--- src/rtl/uart_tx_framer_if.sv ---
// Character handshake and serial line bundle for uart_tx_framer.
// master: character source; slave: the framer.
interface uart_tx_framer_if #(
  parameter int DATA_BITS = 8
);
  logic [DATA_BITS-1:0] DataIn;
  logic                 Load;
  logic                 Ready;
  logic                 DataOut;
  logic                 Busy;
  logic                 charSent;

  modport master (
    output DataIn,
    output Load,
    input  Ready,
    input  DataOut,
    input  Busy,
    input  charSent
  );

  modport slave (
    input  DataIn,
    input  Load,
    output Ready,
    output DataOut,
    output Busy,
    output charSent
  );
endinterface

--- src/rtl/uart_tx_framer.sv ---
// Parametrised UART transmitter: start/data/parity/stop framing.
// Ports: CLOCK_50, reset (async high), bus (slave: DataIn, Load,
// Ready, DataOut, Busy, charSent).
module uart_tx_framer #(
  parameter int CLK_DIV     = 326,
  parameter int OVERSAMPLE  = 16,
  parameter int DATA_BITS   = 8,
  parameter int PARITY_MODE = 0,
  parameter int STOP_BITS   = 1
) (
  input  logic           CLOCK_50,
  input  logic           reset,
  uart_tx_framer_if.slave bus
);

  if (DATA_BITS < 5 || DATA_BITS > 9) begin : g_bad_data
    $error("uart_tx_framer: DATA_BITS must be 5..9");
  end
  if (STOP_BITS < 1 || STOP_BITS > 2) begin : g_bad_stop
    $error("uart_tx_framer: STOP_BITS must be 1 or 2");
  end
  if (PARITY_MODE < 0 || PARITY_MODE > 2) begin : g_bad_par
    $error("uart_tx_framer: PARITY_MODE must be 0..2");
  end
  if (CLK_DIV < 1 || OVERSAMPLE < 1) begin : g_bad_div
    $error("uart_tx_framer: CLK_DIV/OVERSAMPLE must be >= 1");
  end

  localparam int DW = (CLK_DIV > 1) ? $clog2(CLK_DIV) : 1;
  localparam int TW = (OVERSAMPLE > 1) ? $clog2(OVERSAMPLE) : 1;

  localparam logic [DW-1:0] DIV_LAST  = DW'(CLK_DIV - 1);
  localparam logic [TW-1:0] TICK_LAST = TW'(OVERSAMPLE - 1);
  localparam logic [3:0]    DATA_LAST = 4'(DATA_BITS - 1);
  localparam logic [3:0]    STOP_LAST = 4'(STOP_BITS - 1);

  typedef enum logic [2:0] {
    S_IDLE,
    S_START,
    S_DATA,
    S_PAR,
    S_STOP
  } state_t;

  state_t               state_q, state_d;
  logic [DW-1:0]        div_q, div_d;
  logic [TW-1:0]        tick_q, tick_d;
  logic [3:0]           bit_q, bit_d;
  logic [DATA_BITS-1:0] shift_q, shift_d;
  logic                 par_q, par_d;
  logic                 dout_q, dout_d;

  logic tick;
  logic bit_end;
  logic sent;
  logic par_in;

  assign tick    = (div_q == DIV_LAST);
  assign bit_end = tick && (tick_q == TICK_LAST);
  assign par_in  = ^bus.DataIn;

  always_comb begin
    state_d = state_q;
    div_d   = div_q;
    tick_d  = tick_q;
    bit_d   = bit_q;
    shift_d = shift_q;
    par_d   = par_q;
    sent    = 1'b0;

    if (state_q != S_IDLE) begin
      div_d = tick ? '0 : div_q + 1'b1;
      if (tick) begin
        tick_d = bit_end ? '0 : tick_q + 1'b1;
      end
    end

    unique case (state_q)
      S_IDLE: begin
        if (bus.Load) begin
          state_d = S_START;
          shift_d = bus.DataIn;
          par_d   = (PARITY_MODE == 2) ? ~par_in : par_in;
          div_d   = '0;
          tick_d  = '0;
          bit_d   = '0;
        end
      end
      S_START: begin
        if (bit_end) begin
          state_d = S_DATA;
          bit_d   = '0;
        end
      end
      S_DATA: begin
        if (bit_end) begin
          shift_d = shift_q >> 1;
          if (bit_q == DATA_LAST) begin
            bit_d   = '0;
            state_d = (PARITY_MODE != 0) ? S_PAR : S_STOP;
          end else begin
            bit_d = bit_q + 1'b1;
          end
        end
      end
      S_PAR: begin
        if (bit_end) begin
          state_d = S_STOP;
          bit_d   = '0;
        end
      end
      S_STOP: begin
        if (bit_end) begin
          if (bit_q == STOP_LAST) begin
            sent    = 1'b1;
            state_d = S_IDLE;
            bit_d   = '0;
          end else begin
            bit_d = bit_q + 1'b1;
          end
        end
      end
      default: begin
        state_d = S_IDLE;
      end
    endcase
  end

  // Line level follows the next state so it changes on the
  // same edge as the state register.
  always_comb begin
    dout_d = 1'b1;
    unique case (state_d)
      S_START: dout_d = 1'b0;
      S_DATA:  dout_d = shift_d[0];
      S_PAR:   dout_d = par_q;
      default: dout_d = 1'b1;
    endcase
  end

  always_ff @(posedge CLOCK_50 or posedge reset) begin
    if (reset) begin
      state_q <= S_IDLE;
      div_q   <= '0;
      tick_q  <= '0;
      bit_q   <= '0;
      shift_q <= '0;
      par_q   <= 1'b0;
      dout_q  <= 1'b1;
    end else begin
      state_q <= state_d;
      div_q   <= div_d;
      tick_q  <= tick_d;
      bit_q   <= bit_d;
      shift_q <= shift_d;
      par_q   <= par_d;
      dout_q  <= dout_d;
    end
  end

  assign bus.Ready    = (state_q == S_IDLE);
  assign bus.Busy     = (state_q != S_IDLE);
  assign bus.charSent = sent;
  assign bus.DataOut  = dout_q;

endmodule

--- src/flat_wrapper.sv ---
// flat-port wrapper written by rule: the top's interface ports become plain ports
module uart_tx_framer_flat 
#(
  parameter int CLK_DIV     = 326,
  parameter int OVERSAMPLE  = 16,
  parameter int DATA_BITS   = 8,
  parameter int PARITY_MODE = 0,
  parameter int STOP_BITS   = 1
)
  (CLOCK_50, reset, bus_DataIn, bus_Load, bus_Ready, bus_DataOut, bus_Busy, bus_charSent);
  uart_tx_framer_if #(.DATA_BITS(DATA_BITS)) bus_i ();
  input  logic CLOCK_50;
  input  logic reset;
  input wire logic [$bits(bus_i.DataIn)-1:0] bus_DataIn;
  input wire logic [$bits(bus_i.Load)-1:0] bus_Load;
  output wire logic [$bits(bus_i.Ready)-1:0] bus_Ready;
  output wire logic [$bits(bus_i.DataOut)-1:0] bus_DataOut;
  output wire logic [$bits(bus_i.Busy)-1:0] bus_Busy;
  output wire logic [$bits(bus_i.charSent)-1:0] bus_charSent;
  assign bus_i.DataIn = bus_DataIn;
  assign bus_i.Load = bus_Load;
  assign bus_Ready = bus_i.Ready;
  assign bus_DataOut = bus_i.DataOut;
  assign bus_Busy = bus_i.Busy;
  assign bus_charSent = bus_i.charSent;
  uart_tx_framer #(.CLK_DIV(CLK_DIV), .OVERSAMPLE(OVERSAMPLE), .DATA_BITS(DATA_BITS), .PARITY_MODE(PARITY_MODE), .STOP_BITS(STOP_BITS)) u_core (.CLOCK_50(CLOCK_50), .reset(reset), .bus(bus_i));
endmodule
--- config.mk ---
export PLATFORM = sky130hd
export DESIGN_NAME = uart_tx_framer_flat
export DESIGN_NICKNAME = d
export VERILOG_FILES = /design/src/rtl/uart_tx_framer_if.sv /design/src/rtl/uart_tx_framer.sv /design/src/flat_wrapper.sv
export SDC_FILE = /design/constraint.sdc
export NUM_CORES = 1
export LEC_CHECK = 0
export CAP_MARGIN = 20
export CELL_PAD_IN_SITES_DETAIL_PLACEMENT = 1
export CELL_PAD_IN_SITES_GLOBAL_PLACEMENT = 1
export CORE_MARGIN = 4
export CORE_UTILIZATION = 48
export DETAILED_ROUTE_END_ITERATION = 8
export PLACE_DENSITY = 0.91
export SYNTH_ARGS = -nofsm -noshare
export SYNTH_HDL_FRONTEND = slang
export SYNTH_SLANG_ARGS = --single-unit
--- constraint.sdc ---
create_clock -name CLOCK_50 -period 6.6 [get_ports CLOCK_50]
set_clock_uncertainty 0.05 [all_clocks]
set_input_delay 1.32 -clock CLOCK_50 [delete_from_list [all_inputs] [get_ports CLOCK_50]]
set_output_delay 1.32 -clock CLOCK_50 [all_outputs]
set_load 0.02 [all_outputs]
==> flow_summary.toml <==
[detailed_routing]
post_drt_via_cell_ratio = 6.000
wl_um = 4642
drt-pass1-iter-count = 4
wl_per_cell_um = 19.50
dr.first_iter.drc_count = 86
ant_nets = 0
drc = 0
vias = 1428

[timing]
fin_tns_setup_ns = 0
fin_crit_sh_pct = 63.42
finalHoldViolations = 0
relSlewSlack_pct = 61.09
max_freq_mhz = 238.9
period_needed_ns = 4.186
whs_ns = 0.4374
maxSlewViolCount = 0
rsz0062_at_grt = "false"
worstMarginPinSlew_ns = 0.5824
setup_viol = 0

[min_path]
hold_path.class = "reg2reg"

[floorplan]
die_h_um = 67.72
initial_core_util_pct = 50.50
dieArea_um2 = 4585
io_pins = 15
core.rowCount = 21
core_um2 = 3390
die_x_um = 67.72

[worst_setup_path]
r2r_end = "u_core.bit_q[3]"
critPathArrivalTime_ns = 2.82
r2r_start = "u_core.state_q[2]"
reg2reg_slack_ns = 3.83
cp_max_fo = 6
endpoint = "bus_charSent"
endpoint_kind = "output port"
criticalPathCategory = "reg2out"
critPathLaunch = "u_core.div_q[3]"
startpoint_type = "register"
rr_worst_depth = 6
cp_data_required_time_ns = 5.23

[layout]
finalNetCount = 207
drive_gt1_share_pct = 11.98
fin_area_um2 = 1987
area_growth_pct = 16.08
seqCellArea_um2 = 752.0
n_fill_cell = 388
multi_input_area_um2 = 893.4
n_antenna_cell = 0

[place]
io_buffers = 14
place_area_um2 = 1904
routabilityCongestion = 0.8537
dp_hpwl_um = 3216

[grt]
grt_busiest_layer = "met2"
grt_pass1_vias = 1595
antenna_found_initial = 0
grtUsageMet1_pct = 26.05
grt_pass1_wl_um = 7969
grtUsageMet2_pct = 43.38
grt_overflow = 0
track_usage_pct = 24.03
met3_usage_pct = 5.990
grt_max_degree = 21

[synthesis]
synthArstFlopShare_pct = 100.0
synth-edff-count = 0
netlist_top_cells_area = "dfrtp_1, nand2_1, xnor2_1"
ys_seq_area_share_pct = 43.93
synth-seq-cells = 30
yosysUniqueCellTypes = 45
syn_area_um2 = 1712
syn-num-nets = 191
avgSynthCellArea_um2 = 9.781
ys.flop_type = "dfrtp_1"
synth_cells = 175
synthTopCellsByCount = "nand2_1, dfrtp_1, nor2_1, o21ai_0, xnor2_1"
yosysMostFrequentCell = "nand2_1"
yosysTopAreaCell = "dfrtp_1"
synth_top_cell_area_share_pct = 42.40
ys_warn_count = 0

[power]
power_density_nw_per_um2 = 179.6
p_leak_nw = 0.8063
vdd_ir_drop_max_mv = 0.1159

[clocking]
hold_buffers = 0
worstSkewPairLatency_ns = 0.35
cts_buffers = 5
cts_num_sinks = 30
cts.path.max_buffers = 2
ctsResizeCount = 0
htree_levels = 2
cts_tree = "built"
cts.clk_slew.worst_paths_ns = 0.10
post_cts_buffers = 0
cts_root_buf = "clkbuf_4"

[run]
cap_viol_max_count = 0

[run_status]
outcome = "completed"
-- flip-flops by register name, indices dropped and copies added (netlist names) --
name	count
u_core.div_q	9
u_core.shift_q	8
u_core.bit_q	4
u_core.tick_q	4
u_core.state_q	3
u_core.bus.DataOut	1
u_core.par_q	1
-- cell families (layout without fill, tap and decap cells) --
family / after synthesis / count (layout) / share of synthesized area [%]
xor gates and xnor gates: 15 / 15 / 7.676
and+or+nand+nor: 73 / 73 / 23.03
DFF: 30 / 30 / 43.93
AOI/OAI and AO/OA: 35 / 35 / 16.52
muxes: 2 / 2 / 1.316
adders and majority gates: 5 / 5 / 3.655
buffers and inverters: 15 / 32 / 3.874
-- report_power, final --
group | internal, mW | switching, mW
registers | 0.184 | 0
logic | 0.0117 | 0.00977
clock network | 0.0794 | 0.0723
total | 0.275 | 0.0821
-- metal layers --
metal	share of wire, %	vias to the layer above
met3	3.7	13
met1	39	735
met2	54	30
met4	3.1	0
met5	0	-
li1	-	650
-- final cells by class --
cell class,instances,area share (%)
Multi-Input combinational cell,130,44.96
Sequential cell,30,37.85
Timing Repair Buffer,15,8.438
Tap cell,46,2.897
Clock inverter,3,2.267
Clock buffer,5,1.889
Inverter,9,1.700
-- worst max-delay path: stages (launching register included) --
cell,delay (ns)
dfrtp_1,0.43
or4b_1,0.71
or3_1,0.46
nor3_1,0.23
clkdlybuf4s50_1,0.63
-- layout by cell type (no fill, tap or decap), types with 3 or more instances in the layout --
master	instances
nor2_1	12
inv_1	8
ha_1	5
o21ai_0	10
xnor2_1	9
clkbuf_4	5
nand2_1	31
nor3_1	3
o31ai_1	3
dfrtp_1	29
clkdlybuf4s50_1	14
nand4_1	4
o211ai_1	3
nand3_1	3
a22oi_1	6
or3_1	6
xor2_1	6
-- worst min-delay path by stage --
stage                     depth (start not counted)           endpoint              start
after floorplan                                   2       u_core.par_q       u_core.par_q
after global placement                            2       u_core.par_q       u_core.par_q
after detailed placement                          2  u_core.shift_q[5]  u_core.shift_q[5]
after CTS                                         2  u_core.shift_q[5]  u_core.shift_q[5]
after global routing                              2  u_core.shift_q[3]  u_core.shift_q[3]
final                                             2  u_core.shift_q[5]  u_core.shift_q[5]
-- per-stage QoR --
stage               worst slack (ns)  util [%]  std cells  total power [mW]
global route                   2.355     58.62        238            0.3680
floorplan                      3.268         -        175            0.1971
CTS                            2.421     58.62        238            0.3577
detailed placement             2.817     56.18        230            0.2086
finish                         2.414     58.62        238            0.3569
global placement               2.851     55.37        229            0.2058
No activity file was read; power rests on OpenSTA's default activity.
